$ cat src/rtl/uart_pkg.sv
// Shared UART definitions: FSM state encoding, default bit timing and a
// bit-shifting helper. The transmitter uses this package as well.
package uart_pkg;

  // 100 MHz system clock at 9600 baud.
  localparam int UART_CLKS_PER_BIT = 10416;

  // Receiver FSM state encoding.
  typedef logic [2:0] uart_state_t;

  localparam uart_state_t ST_IDLE      = 3'd0;
  localparam uart_state_t ST_START     = 3'd1;
  localparam uart_state_t ST_DATA      = 3'd2;
  localparam uart_state_t ST_STOP      = 3'd3;
  localparam uart_state_t ST_WAIT_HIGH = 3'd4;

  // Serial data is LSB first: each new bit enters at the MSB and the
  // register shifts right, so after eight bits bit 0 sits at position 0.
  function automatic logic [7:0] shift_in_lsb_first(input logic [7:0] sr,
                                                    input logic       b);
    return {b, sr[7:1]};
  endfunction

endpackage

$ cat src/rtl/uart_rx_sync.sv
// Two-flop synchronizer for the asynchronous serial line. Both flops reset
// high so the idle line never looks like a start bit coming out of reset.
module uart_rx_sync (
  input  logic clk,
  input  logic rst_n,
  input  logic in,
  output logic out
);

  logic meta;

  // Shift the raw line through two flops; reset to the idle (high) level.
  always_ff @(posedge clk) begin
    if (!rst_n) begin
      meta <= 1'b1;
      out  <= 1'b1;
    end else begin
      meta <= in;
      out  <= meta;
    end
  end

endmodule

$ cat src/rtl/uart_receiver.sv
// 8N1 UART receiver. A falling edge on the synchronized line starts a frame;
// the start bit is re-checked at mid-bit, then data and stop bits are sampled
// one full bit period apart so every sample lands near the bit centre.
//
// Output handshake: data_valid and framing_error are single-cycle pulses with
// no back-pressure; data is stable from the data_valid pulse until the next
// good frame, and the consumer must capture it on the pulse if it needs it.
module uart_receiver
  import uart_pkg::*;
#(
  parameter int CLKS_PER_BIT = UART_CLKS_PER_BIT
) (
  input  logic       clk,
  input  logic       rst_n,
  input  logic       RxD,
  output logic [7:0] data,
  output logic       data_valid,
  output logic       framing_error,
  output logic       busy
);

  // Compare values for the half-bit (start check) and full-bit intervals.
  localparam logic [15:0] HALF_BIT_LAST = 16'(CLKS_PER_BIT / 2 - 1);
  localparam logic [15:0] FULL_BIT_LAST = 16'(CLKS_PER_BIT - 1);

  // FSM state is a named signal so checkers can bind to it directly.
  uart_state_t state;
  logic [15:0] timer;
  logic [2:0]  bit_idx;
  logic [7:0]  shift_reg;
  logic        rx;

  uart_rx_sync u_sync (
    .clk   (clk),
    .rst_n (rst_n),
    .in    (RxD),
    .out   (rx)
  );

  // Busy covers every state that is part of a frame or its recovery.
  assign busy = (state != ST_IDLE);

  // Receive FSM with bit timer, bit index, shift register and output pulses.
  always_ff @(posedge clk) begin
    if (!rst_n) begin
      state         <= ST_IDLE;
      timer         <= 16'd0;
      bit_idx       <= 3'd0;
      shift_reg     <= 8'h00;
      data          <= 8'h00;
      data_valid    <= 1'b0;
      framing_error <= 1'b0;
    end else begin
      // Pulses are one cycle wide unless set again below.
      data_valid    <= 1'b0;
      framing_error <= 1'b0;

      case (state)
        ST_IDLE: begin
          timer   <= 16'd0;
          bit_idx <= 3'd0;
          if (!rx) begin
            state <= ST_START;
          end
        end

        ST_START: begin
          if (timer == HALF_BIT_LAST) begin
            timer <= 16'd0;
            // A line that is high again at mid-bit was only a glitch.
            if (!rx) begin
              state <= ST_DATA;
            end else begin
              state <= ST_IDLE;
            end
          end else begin
            timer <= timer + 16'd1;
          end
        end

        ST_DATA: begin
          if (timer == FULL_BIT_LAST) begin
            timer     <= 16'd0;
            shift_reg <= shift_in_lsb_first(shift_reg, rx);
            bit_idx   <= bit_idx + 3'd1;
            if (bit_idx == 3'd7) begin
              state <= ST_STOP;
            end
          end else begin
            timer <= timer + 16'd1;
          end
        end

        ST_STOP: begin
          if (timer == FULL_BIT_LAST) begin
            timer <= 16'd0;
            if (rx) begin
              data       <= shift_reg;
              data_valid <= 1'b1;
              state      <= ST_IDLE;
            end else begin
              // Bad stop bit: report once, then wait out a held-low line.
              framing_error <= 1'b1;
              state         <= ST_WAIT_HIGH;
            end
          end else begin
            timer <= timer + 16'd1;
          end
        end

        ST_WAIT_HIGH: begin
          timer <= 16'd0;
          if (rx) begin
            state <= ST_IDLE;
          end
        end

        default: begin
          state <= ST_IDLE;
          timer <= 16'd0;
        end
      endcase
    end
  end

endmodule

$ cat config.mk
export PLATFORM = sky130hd
export DESIGN_NAME = uart_receiver
export DESIGN_NICKNAME = d
export VERILOG_FILES = /design/src/rtl/uart_pkg.sv /design/src/rtl/uart_rx_sync.sv /design/src/rtl/uart_receiver.sv
export SDC_FILE = /design/constraint.sdc
export NUM_CORES = 1
export LEC_CHECK = 0
export CORE_MARGIN = 1
export CORE_UTILIZATION = 50
export DETAILED_ROUTE_END_ITERATION = 8
export GPL_ROUTABILITY_DRIVEN = 0
export GPL_TIMING_DRIVEN = 1
export PLACE_DENSITY_LB_ADDON = 0.25
export SYNTH_ARGS = -nofsm -noshare
export SYNTH_HDL_FRONTEND = slang
export SYNTH_SLANG_ARGS = --single-unit
$ cat constraint.sdc
create_clock -name clk -period 1.95 [get_ports clk]
set_input_delay 0.4875 -clock clk [delete_from_list [all_inputs] [get_ports clk]]
set_output_delay 0.4875 -clock clk [all_outputs]
set_load 0.02 [all_outputs]
# --- After elaboration in Yosys (flattened, before gate mapping) ---
# Index checks and enable logic that the tools add are counted.
# Widths: inputs -> output; s select.
op_classes:
  n_addsub: 2
  multipliers: 0
  div_mod_pow: 0
  n_lt_le_gt_ge: 0
  eq_ne: 13
  shift: 0
  mux: 16
  n_bitwise: 0
  n_reduce_logical: 9
ops:
  columns: ["cell", "n"]
  rows:
  - ["$mux 16", 2]
  - ["$pmux 16 s2", 1]
  - ["$mux 3", 8]
  - ["$add 16x1->16 const B", 1]
  - ["$eq 16x13->1 const B", 1]
  - ["$eq 16x14->1 const B", 1]
  - ["$pmux 3 s5", 1]
  - ["$ne 2x2->1 const B", 5]
  - ["$eq 3x2->1 const B", 2]
  - ["$eq 3x3->1 const B", 2]
  - ["$pmux 3 s2", 1]
  - ["$reduce_and 3->1", 2]
  - ["$reduce_and 6->1", 1]
  - ["$reduce_and 2->1", 2]
  - ["$add 3x1->3 const B", 1]
  - ["$eq 3x1->1 const B", 1]
  - ["$logic_not 3->1", 1]
  - ["$reduce_bool 3->1", 1]
  - ["$mux 1", 2]
  - ["$mux 2", 1]
  - ["$ne 2x1->1 const B", 1]
  - ["$reduce_bool 2->1", 1]
  - ["$reduce_or 2->1", 1]
totals:
  ff_bits: 42
  latchBits: 0
  mem_bits_rw: 0
  mem_bits_ro: 0
  in_bits: 3
  output_inout_bits: 11
  n_memories: 0

# --- Longest topological paths before layout ---
depth:
  depth_word: 4
  mapped_depth: 6
  mapped_depth_nobuf: 6

# --- Cells and area by module ---
# A second synthesis with hierarchy kept.
unflattened:
  hier_cells: 213
  area_unflattened_um2: 1928.1
modules_own_cells:
  columns: ["mod", "n_inst", "cells_per_inst", "area_each_um2", "seq_area_each_um2"]
  rows:
  - ["uart_receiver", 1, 209, 1875.5, 800.8]
  - ["uart_rx_sync", 1, 4, 52.6, 40.0]

# --- Worst setup path before layout ---
# Ideal clock, no wire load.
synth_timing:
  path_type: "register to register"
  start: "register timer[0]"
  end: "register timer[10]"
  setup_ns: 0.117
  arrival_ns: 1.636
  required_ns: 1.833
  path_slack_ns: 0.197
  stages_incl_launch_ff: 7
  n_path_buf: 1
  cell_sequence: "dfxtp_1 > ha_1 > nor4bb_1 > a41oi_1 > a2bb2oi_4 > buf_2 > nor2_1"
synth_between:
  elab_chain_cells: 3
synth_rtl:
  columns: ["element", "line_no", "rtl"]
  rows:
  - ["start, declared", "uart_receiver.sv:28", "logic [15:0] timer;"]
  - ["start signal, assigned", "uart_receiver.sv:77", "timer <= timer + 16'd1;"]
  - ["start signal, assigned", "uart_receiver.sv:90", "timer <= timer + 16'd1;"]
  - ["start signal, assigned", "uart_receiver.sv:107", "timer <= timer + 16'd1;"]
  - ["$add 16x1->16, or another cell as far along", "uart_receiver.sv:77, uart_receiver.sv:90, uart_receiver.sv:107", null]
  - ["$mux 16, on equally long branches", "uart_receiver.sv:82, uart_receiver.sv:95, uart_receiver.sv:68", null]
  - ["$pmux 16 s2 (*)", "uart_receiver.sv:58", "case (state)"]
# Every way passes the cells marked *; elsewhere a longest branch is shown, timed or not.
# A chain may end at the register's enable or synchronous reset.

# --- Worst setup path in the final report ---
layout_timing:
  start: "register timer[1]"
  end: "register data[5]"
layout_between:
  elab_chain_cells: 2
layout_rtl:
  columns: ["element", "line_no", "rtl"]
  rows:
  - ["$eq 16x14->1", "uart_receiver.sv:95", "if (timer == FULL_BIT_LAST) begin"]
  - ["$reduce_and 3->1 (no source line)", null, null]
  - ["end signal, assigned", "uart_receiver.sv:98", "data <= shift_reg;"]
  - ["end, declared", "uart_receiver.sv:16", "output logic [7:0] data,"]
# No other way between the ends.

==> results.toml <==
[run_status]
status = "finished clean"

[floorplanning]
core-area_um2 = 3440
rows = 21
start_util_pct = 54.1
die_h_um = 63.0
num_io_pins = 14
dieArea_um2 = 3970
die_x_um = 63.0

[sta]
finalSetupTns_ns = 0
fin_skew_ns = 0.00486
max_freq_mhz = 546
relSlewSlack_pct = 72.4
hold_viol = 0
rsz0062_at_grt = "no"
drv_slew = 0
setup_violations = 0
tightestPinTransition_ns = 0.413
fin_crit_sh_pct = 93.9
finalCriticalPeriod_ns = 1.83

[hold_path]
worstHoldPathType = "reg -> reg"

[cts]
insertion_delay_ns = 0.30
cts-buffers-inserted = 5
clkTransAtPathRegs_ns = 0.09
clockBufferDepth = 2
clockRootBuffer = "clkbuf_8"
htreeDepth = 2
cts_num_sinks = 42
cts_setup_buffers = 0
cts_tree = "built"

[job]
cap_violations = 0

[grt]
antenna_found_initial = 0
grt_start_max_net_pins = 21
grt_pass1_vias = 1413
grt_pass1_wl_um = 6230
grt_overflow_total = 0
grtUsageTotal_pct = 19.9

[worst_setup_path]
crit_fanout = 8
worstPathRequired_ns = 2.18
end_kind = "flip-flop"
critPathKind = "reg -> reg"
arrival_ns = 2.06
start_kind = "flip-flop"

[cells_and_area]
fin_util_pct = 63.8
final_cell_mix = "41 x dfxtp_1, 22 x nand2_1, 21 x nor2_1"
regArea_um2 = 842
final_common_cell = "dfxtp_1"
multi_input_area_um2 = 968
largest_reg_flops = 16
drive_gt1_share_pct = 14.2
n_antenna_cell = 0
fill_cells = 287
areaGrowthSynthToFinish_pct = 17.8
layout.nets = 223

[synth]
synthArstFlopShare_pct = 0
ys_types = 41
synth_seq_cells = 42
synth-seq-area-share_pct = 45.1
avgSynthCellArea_um2 = 9.46
syn_area_um2 = 1860
synth_edf_count = 0
syn-num-nets = 203
synth_warnings = 0
synth_flop_cell = "dfxtp_1"
syn_inst = 197

[routing]
vias = 1476
drt_iter0_drc = 108
ant_nets = 0
routed_wirelength_um = 3540
post_drt_via_cell_ratio = 5.59
wl_per_cell_um = 13.4
remaining_drc_errors = 0
detail_route.first_pass.iterations = 4

[power]
p_per_area_nw_per_um2 = 678
peakVddDrop_v = 0.000563
p_leak_nw = 0.770

[placement]
portBuffers = 13
dpl.hpwl_um = 2550
==> kinds of logic after synthesis <==
| family | after synthesis | share of synthesized area [%] |
|---|---|---|
| AND/OR/NAND/NOR | 92 | 27.6 |
| AO/OA/AOI/OAI | 17 | 6.92 |
| XOR/XNOR | 13 | 6.11 |
| adder cells (fa/ha/maj) | 3 | 2.01 |
| multiplexers | 17 | 9.13 |
| flip-flops | 42 | 45.1 |
| buffers and inverters | 13 | 3.09 |
==> through the flow <==
stage / std cells / instance area (um^2) / setup WS, ns / power (W) / hold WS [ns]
6_report: 264 / 2190 / 0.120 / 0.00149 / 0.410
5_1_grt: 264 / 2190 / 0.0106 / 0.00154 / 0.439
4_1_cts: 264 / 2190 / 0.0515 / 0.00150 / 0.411
3_5_place_dp: 256 / 2100 / 0.0578 / 0.000933 / 0.391
3_3_place_gp: 256 / 2100 / 0.154 / 0.000931 / 0.395
2_1_floorplan: 197 / 1860 / 0.197 / 0.000913 / 0.386
==> path summary, 6_finish.rpt <==
path	start	to	slack (ns)	cells past startpoint
min reg2reg	u_sync.meta$_SDFF_PN1_	u_sync.out$_SDFF_PN1_	0.41	1
max reg2reg	timer[1]$_SDFF_PN0_	data[5]$_SDFFE_PN0P_	0.12	6
max	timer[1]$_SDFF_PN0_	data[5]$_SDFFE_PN0P_	0.12	6
min	u_sync.meta$_SDFF_PN1_	u_sync.out$_SDFF_PN1_	0.41	1
==> worst max-delay path, cell delays in order (launching register included) <==
cell and delay (ns):
dfxtp_1 0.39, ha_2 0.24, and4_1 0.26, and4_4 0.27, and4_1 0.26, buf_12 0.15, mux2i_1 0.19
==> synth_stat cells (4+ instances only) <==
master,count,area [um^2]
mux2i_1,17,170
and4_1,4,35.0
xnor2_1,10,87.6
nand3_1,8,40.0
inv_1,5,18.8
nand4_1,7,43.8
dfxtp_1,42,841
nor3_1,6,30.0
nor2_1,21,78.8
o21ai_0,6,30.0
nand2_1,22,82.6
a31oi_1,4,25.0
clkbuf_1,5,18.8
==> report_power, final <==
| part | switching [W] | internal (W) |
|---|---|---|
| combinational | 0.0000284 | 0.0000195 |
| clock | 0.000317 | 0.000258 |
| sequential | 0.00000323 | 0.000861 |
| total | 0.000348 | 0.00114 |
==> layout make-up <==
cell class	instances	area share, %
Clock buffer	5	3.14
Clock inverter	3	1.14
Timing Repair Buffer	21	9.75
Inverter	5	0.855
Sequential cell	42	38.4
Multi-Input combinational cell	142	44.1
Tap cell	46	2.62
==> per-layer routing <==
layer  part of all wire (%)  vias to the layer above  GRT usage (%)
li1                       -                      741              -
met1                     47                      693           24.2
met2                     47                       33           32.3
met3                    3.8                        9           5.29
met4                    2.1                        0           9.59
met5                      0                        -              0
==> what timing repair did <==
action	in CTS	in global routing
endpoints found under the setup margin	1	8
resized for setup	1	3
pin swaps	0	0
hold buffers	0	0
(Power assumes the default switching activity.)
